### src/rtl/demux_pkg.sv
// -----------------------------------------------------------------------------
// demux_pkg
// Shared definitions for the 1-to-2 stream demultiplexer.
//   WIDTH_DEF     : default payload width
//   CH0 / CH1     : channel encodings as carried on in_sel / lock_ch
//   lock_state_e  : packet-lock FSM states (used only with DEMUX_PKT_LOCK_EN)
// -----------------------------------------------------------------------------
package demux_pkg;

  localparam int WIDTH_DEF = 32;

  localparam logic CH0 = 1'b0;
  localparam logic CH1 = 1'b1;

  typedef enum logic {
    ST_IDLE   = 1'b0,
    ST_LOCKED = 1'b1
  } lock_state_e;

endpackage : demux_pkg

### src/rtl/demux_out_slot.sv
// -----------------------------------------------------------------------------
// demux_out_slot
// One-entry holding slot for one output channel of the demultiplexer.
// Ports:
//   clk      : system clock, rising edge
//   rst_n    : synchronous active-low reset, clears full flag and data
//   load_i   : write data_i into the slot this cycle
//   data_i   : payload to load
//   drain_i  : consumer ready; empties a full slot unless a load coincides
//   full_o   : slot holds a beat (drives the channel valid)
//   data_o   : slot payload (drives the channel data)
// The parent only asserts load_i when the slot is empty or being drained,
// so a load never overwrites an undelivered beat.
// -----------------------------------------------------------------------------
module demux_out_slot #(
  parameter int WIDTH = 32
) (
  input  logic             clk,
  input  logic             rst_n,
  input  logic             load_i,
  input  logic [WIDTH-1:0] data_i,
  input  logic             drain_i,
  output logic             full_o,
  output logic [WIDTH-1:0] data_o
);

  logic             full_q;
  logic [WIDTH-1:0] data_q;

  always_ff @(posedge clk) begin
    if (!rst_n) begin
      full_q <= 1'b0;
      data_q <= '0;
    end else if (load_i) begin
      // Covers simultaneous drain + fill: stays full with the new beat.
      full_q <= 1'b1;
      data_q <= data_i;
    end else if (drain_i && full_q) begin
      full_q <= 1'b0;
    end
  end

  assign full_o = full_q;
  assign data_o = data_q;

endmodule : demux_out_slot

### src/rtl/demux1t2_32_stream.sv
// -----------------------------------------------------------------------------
// demux1t2_32_stream
// Registered 1-to-2 valid/ready stream demultiplexer. Each input beat is
// steered by in_sel into the one-entry slot of channel 0 or 1; each channel
// drains independently under its own ready.
// Ports:
//   clk, rst_n                 : clock, synchronous active-low reset
//   in_data/in_sel/in_valid    : input beat, destination, valid
//   in_ready                   : input accepted (combinational from the
//                                selected channel's full flag and ready)
//   in_last                    : last beat of packet (DEMUX_PKT_LOCK_EN only)
//   outK_data/outK_valid       : channel K slot contents / full flag
//   outK_ready                 : channel K consumer ready
// Build option:
//   DEMUX_PKT_LOCK_EN : adds in_last and a packet lock so every beat of a
//                       packet follows the channel of its first beat.
// -----------------------------------------------------------------------------
module demux1t2_32_stream
  import demux_pkg::*;
#(
  parameter int WIDTH = WIDTH_DEF
) (
  input  logic             clk,
  input  logic             rst_n,
  input  logic [WIDTH-1:0] in_data,
  input  logic             in_sel,
  input  logic             in_valid,
  output logic             in_ready,
`ifdef DEMUX_PKT_LOCK_EN
  input  logic             in_last,
`endif
  output logic [WIDTH-1:0] out0_data,
  output logic             out0_valid,
  input  logic             out0_ready,
  output logic [WIDTH-1:0] out1_data,
  output logic             out1_valid,
  input  logic             out1_ready
);

  logic ch_sel;
  logic accept;
  logic load0;
  logic load1;
  logic full0;
  logic full1;

`ifdef DEMUX_PKT_LOCK_EN
  // Lock FSM
  //   state     | meaning
  //   ST_IDLE   | between packets; each beat routed by its own in_sel
  //   ST_LOCKED | inside a packet; beats routed to lock_ch_q, in_sel ignored
  lock_state_e state_q;
  logic        lock_ch_q;

  always_ff @(posedge clk) begin
    if (!rst_n) begin
      state_q   <= ST_IDLE;
      lock_ch_q <= CH0;
    end else if (accept) begin
      case (state_q)
        ST_IDLE: begin
          // Single-beat packets (in_last on the first beat) never lock.
          if (!in_last) begin
            state_q   <= ST_LOCKED;
            lock_ch_q <= in_sel;
          end
        end
        ST_LOCKED: begin
          if (in_last) state_q <= ST_IDLE;
        end
        default: state_q <= ST_IDLE;
      endcase
    end
  end

  assign ch_sel = (state_q == ST_LOCKED) ? lock_ch_q : in_sel;
`else
  assign ch_sel = in_sel;
`endif

  // Ready depends only on the target slot, never on in_data.
  always_comb begin
    in_ready = 1'b0;
    if (ch_sel == CH1) in_ready = !full1 || out1_ready;
    else               in_ready = !full0 || out0_ready;
  end

  assign accept = in_valid && in_ready;
  assign load0  = accept && (ch_sel == CH0);
  assign load1  = accept && (ch_sel == CH1);

  demux_out_slot #(.WIDTH(WIDTH)) u_slot0 (
    .clk     (clk),
    .rst_n   (rst_n),
    .load_i  (load0),
    .data_i  (in_data),
    .drain_i (out0_ready),
    .full_o  (full0),
    .data_o  (out0_data)
  );

  demux_out_slot #(.WIDTH(WIDTH)) u_slot1 (
    .clk     (clk),
    .rst_n   (rst_n),
    .load_i  (load1),
    .data_i  (in_data),
    .drain_i (out1_ready),
    .full_o  (full1),
    .data_o  (out1_data)
  );

  assign out0_valid = full0;
  assign out1_valid = full1;

endmodule : demux1t2_32_stream

### config.mk
export PLATFORM = sky130hd
export DESIGN_NAME = demux1t2_32_stream
export DESIGN_NICKNAME = d
export VERILOG_FILES = /design/src/rtl/demux_pkg.sv /design/src/rtl/demux_out_slot.sv /design/src/rtl/demux1t2_32_stream.sv
export SDC_FILE = /design/constraint.sdc
export NUM_CORES = 1
export LEC_CHECK = 0
export BUFFER_PORTS_ARGS = -buffer_cell sky130_fd_sc_hd__buf_4
export CAP_MARGIN = 20
export CORE_ASPECT_RATIO = 1.4
export CORE_MARGIN = 10
export CORE_UTILIZATION = 50
export CTS_CLUSTER_SIZE = 20
export DETAILED_ROUTE_END_ITERATION = 12
export PLACE_DENSITY_LB_ADDON = 0.05
export SLEW_MARGIN = 20
export SYNTH_ARGS = -nofsm -noshare
export SYNTH_HDL_FRONTEND = slang
export SYNTH_SLANG_ARGS = --single-unit
### constraint.sdc
create_clock -name clk -period 2.06 [get_ports clk]
set_input_delay 0 -clock clk [delete_from_list [all_inputs] [get_ports clk]]
set_output_delay 0 -clock clk [all_outputs]
set_load 0.02 [all_outputs]
# == Word-level counts from Yosys, hierarchy flattened ==
# Cells that the tools add are included.
# word_totals
ff_bits,66
latchBits,0
mem_bits_rw,0
rom_bits,0
out_inout_bits,67
wordCells,21
n_memories,0
# classes
add_sub_neg,0
n_mul,0
div,0
order_cmp,0
n_eq_ne,0
shifts,0
n_mux,5
bitwise_logic,1
reduce_logical,11
# ops
op,count
$logic_and 1x1->1,5
$mux 1,5
$reduce_bool 2->1,2
$logic_not 1->1,2
$logic_or 1x1->1,2
$not 1->1,1

# == Depth between registers and ports, before layout ==
# logic_depth
depth_word,6
depth_mapped,5

# == Hierarchy ==
# From an unflattened synthesis, not the netlist that was laid out.
# unflattened
cells_unflattened,219
hier_area_um2,2600.0
# by_module_without_submodules
mod,n_inst,cells_each,area_per_inst_um2
demux_out_slot,2,106,1277.5
demux1t2_32_stream,1,7,45.0

# == Worst setup path before layout ==
# OpenSTA, ideal clock, no wires.
# synth_timing
kind,reg-to-reg
from,"reg u_slot1.full_q, in the netlist u_slot1.full_o"
to,"reg u_slot1.full_q, in the netlist u_slot1.full_o"
setup_ps,115
arrival_time_ps,1052
required_time_ps,1945
path_slack_ps,893
path_stages_with_launch,5
path_buffers,1
period_less_slack_ps,1167
path_cell_list,dfxtp_1 -> nor2b_4 -> nor2_8 -> buf_8 -> o21a_1
# synth_between
elab_chain_len,6
word_cells_on_any_way,8
# synth_lines
item,line,text
"start, declared",demux_out_slot.sv:27,logic full_q;
"start signal, assigned",demux_out_slot.sv:32,full_q <= 1'b0;
"start signal, assigned",demux_out_slot.sv:36,full_q <= 1'b1;
"start signal, assigned",demux_out_slot.sv:39,full_q <= 1'b0;
$logic_not 1->1,demux1t2_32_stream.sv:84,if (ch_sel == CH1) in_ready = !full1 || out1_ready;
$logic_or 1x1->1,demux1t2_32_stream.sv:84,
$mux 1,demux1t2_32_stream.sv:84,
$logic_and 1x1->1,demux1t2_32_stream.sv:88,assign accept = in_valid && in_ready;
$logic_and 1x1->1,demux1t2_32_stream.sv:90,assign load1 = accept && (ch_sel == CH1);
$mux 1 or $reduce_bool 2->1 (tied branches),--,
# Parallel ways exist; a longest one is shown, timed or not.
# A chain may end at the register's enable or synchronous reset.

# == Worst setup path after layout ==
# layout_timing
from,in out0_ready
to,"reg u_slot0.data_q[25], in the netlist u_slot0.data_o[25]"
# layout_between
elab_chain_len,4
# layout_lines
item,line,text
"start, declared",demux1t2_32_stream.sv:34,"input logic out0_ready,"
$logic_or 1x1->1,demux1t2_32_stream.sv:85,else in_ready = !full0 || out0_ready;
$mux 1,demux1t2_32_stream.sv:84,
$logic_and 1x1->1,demux1t2_32_stream.sv:88,
$logic_and 1x1->1,demux1t2_32_stream.sv:89,assign load0 = accept && (ch_sel == CH0);
"end signal, assigned",demux_out_slot.sv:37,data_q <= data_i;
"end, declared",demux_out_slot.sv:28,logic [WIDTH-1:0] data_q;
# No other way between the ends.

==> qor.csv <==
metric;value;unit
crit_chain;dlygate4sd3_1, buf_4, nand2b_4, nand3b_4, mux2i_1;
drive_above_1_share;32.14;%
start_kind;primary input;
cts_buffer_depth;2;
cts_tree;done;
drt_iter0_markers;117;
root_buffer;clkbuf_8;
hold_class;in2reg;
finalNonFillerCells;456;
num_rows;30;
ff_latch_area;0.001321;mm2
netlist_instances;253;
dpl.cell_count;407;
internal_power;2052;uW
p_leak;0.001868;uW
met2_length;3336;um
path_clk_slew;0.07;ns
core_area;0.004917;mm2
syn_area;0.002566;mm2
switching_share;26.20;%
wl_met1;2645;um
synth_seq_cells;66;
hpwl;4646;um
combPwrFrac;17.6;%
overflow;0;
multi_input_area;0.001099;mm2
grt_pass1_vias;2243;
synth_common_cells;nand2_1 (96), dfxtp_1 (66), mux2i_1 (64);
die_h;104.8;um
final_cell_area;0.003817;mm2
clk_latency;0.33;ns
ys_seq_area_share;51.49;%
netlist_top_cells_area;dfxtp_1 (51%), mux2i_1 (25%), nand2_1 (14%);
post_dp_cell_area;0.003323;mm2
wl_met3;698;um
synth_top_area_share;51.49;%
gp_congestion;0.7231;
nets;425;
grt_usage;16.31;%
numClockSinks;66;
crit_type;in2reg;
routedWlPerCell;14.96;um
antenna_found_initial;0;
crit_path_max_incr_delay;0.54;ns
cp.required;2.30;ns
finalWorstPathRequiredPeriod;1.389;ns
die-area;0.008438;mm2
yosys.area.top_type;dfxtp_1;
hold_viol_final;0;
rsz0062_at_grt;false;
power_density;728.3;mW/mm2
routed.top_layer;met4;
cpMaxStageDelayCell;dlygate4sd3_1;
vias;2164;
synth_edf_count;0;
maxCapViolCount;0;
ys_warn_count;0;
p_sw;728.3;uW
path_buf_inv;2;
setup_viol;0;
ant_nets;0;
tns;0;ns
yosysUniqueCellTypes;17;
area_delta_synth_final;48.76;%
critical_path_arrival;1.63;ns
finalCritPeriodShare;67.44;%
grt_max_degree;56;
status;finished clean;
drc_errors;0;
synth_nets;291;
n_fill_cell;363;
diodes;0;
fp.dieW;80.55;um
fin_skew;0.004980;ns
share_seq_of_total_power;49.6;%
dr.pass1.iters;4;
async_flop_share;0;%
htreeDepth;3;
cts_buffers;9;
maxSlewHeadroom;57.50;%
pin_count;105;
synth.avg_cell_area;10.14;um2
fmax;719.8;MHz
yosys_most_used_dff;dfxtp_1;
cts-resized-gates;0;
portBuffers;104;
critPathMaxFanout;33;
grt_pass1_wl;11060;um
clkPwrFrac;32.8;%
start_util;52.19;%
path_delay_family;buffers and inverters;
worst_pin_slew;0.6375;ns
worstSetupEndpointType;flop;
synth_most_common_cell;nand2_1;
viasPerCell;4.746;
wl;6821;um
max-vdd-ir-drop;0.4972;mV
report.final.slew_viol_count;0;
[stage by stage]
stage               hold slack, ns  util [%]  setup WS (ns)  total power, uW
floorplan                   0.1286         -         0.8930             1663
global placement            0.2742     67.58         0.7556             1843
detailed placement          0.2817     67.58         0.6959             1850
CTS                        0.01771     77.63         0.6824             2814
global route               0.02267     77.63         0.5527             2901
finish                     0.03064     77.63         0.6708             2780
[cell type report]
class / instances / share of cell area [%]
multi-input combinational: 169 / 28.78
tap: 64 / 2.098
timing repair buffer: 141 / 30.22
sequential: 66 / 34.61
clock inverter: 3 / 0.3933
clock buffer: 13 / 3.900
[registers in the layout (all words and copies together) (netlist names)]
| signal | count |
|---|---|
| u_slot0.data_o | 32 |
| u_slot1.data_o | 32 |
| u_slot0.full_o | 1 |
| u_slot1.full_o | 1 |
[tightest hold or removal path: stages]
cell and delay [ns]:
buf_4 0.09, nor2b_4 0.05, o21a_1 0.17
[power by group through the flow]
stage	clock, uW	combinational, uW	sequential [uW]
finish	911	490	1380
detailed placement	0	443	1410
CTS	941	494	1380
floorplan	0	175	1490
global placement	0	438	1400
global route	985	529	1390
[cell usage in the layout (no fill, tap or decap), types with 3 or more instances in the layout]
| cell type | instances |
|---|---|
| buf_4 | 107 |
| nand2_1 | 96 |
| dfxtp_1 | 66 |
| mux2i_1 | 64 |
| dlygate4sd3_1 | 33 |
| clkbuf_8 | 10 |
| clkbuf_1 | 3 |
| clkinv_2 | 3 |
[layer usage]
layer | vias to the layer above | global-route usage, %
met4 | 0 | 7.828
met2 | 80 | 26.02
met5 | - | 0
li1 | 1089 | -
met1 | 986 | 17.85
met3 | 9 | 7.033
[path summary, 6_finish.rpt]
path	startpoint	to	slack (ns)	depth (start not counted)
min reg2reg	u_slot1.data_o[12]$_SDFFE_PN0P_	u_slot1.data_o[12]$_SDFFE_PN0P_	0.46	2
min	out1_ready	u_slot1.full_o$_SDFFE_PN0P_	0.03	3
max reg2reg	u_slot0.full_o$_SDFFE_PN0P_	u_slot0.data_o[25]$_SDFFE_PN0P_	0.70	3
max	out0_ready	u_slot0.data_o[25]$_SDFFE_PN0P_	0.67	5
[logic make-up after synthesis]
kind of cell	count (synthesis)	share of synthesized area, %
AOI/OAI and AO/OA	3	0.7801
buffers and inverters	18	5.704
DFF	66	51.49
muxes	64	24.96
and+or+nand+nor	102	17.06
[repair_timing]
action | 4_1_cts | 5_1_grt
setup endpoints to repair | 0 | 0
buffers inserted | 0 | 0
endpoints found under the hold margin | 65 | 0
hold buffers | 33 | 0
No activity file was read; power rests on OpenSTA's default activity.
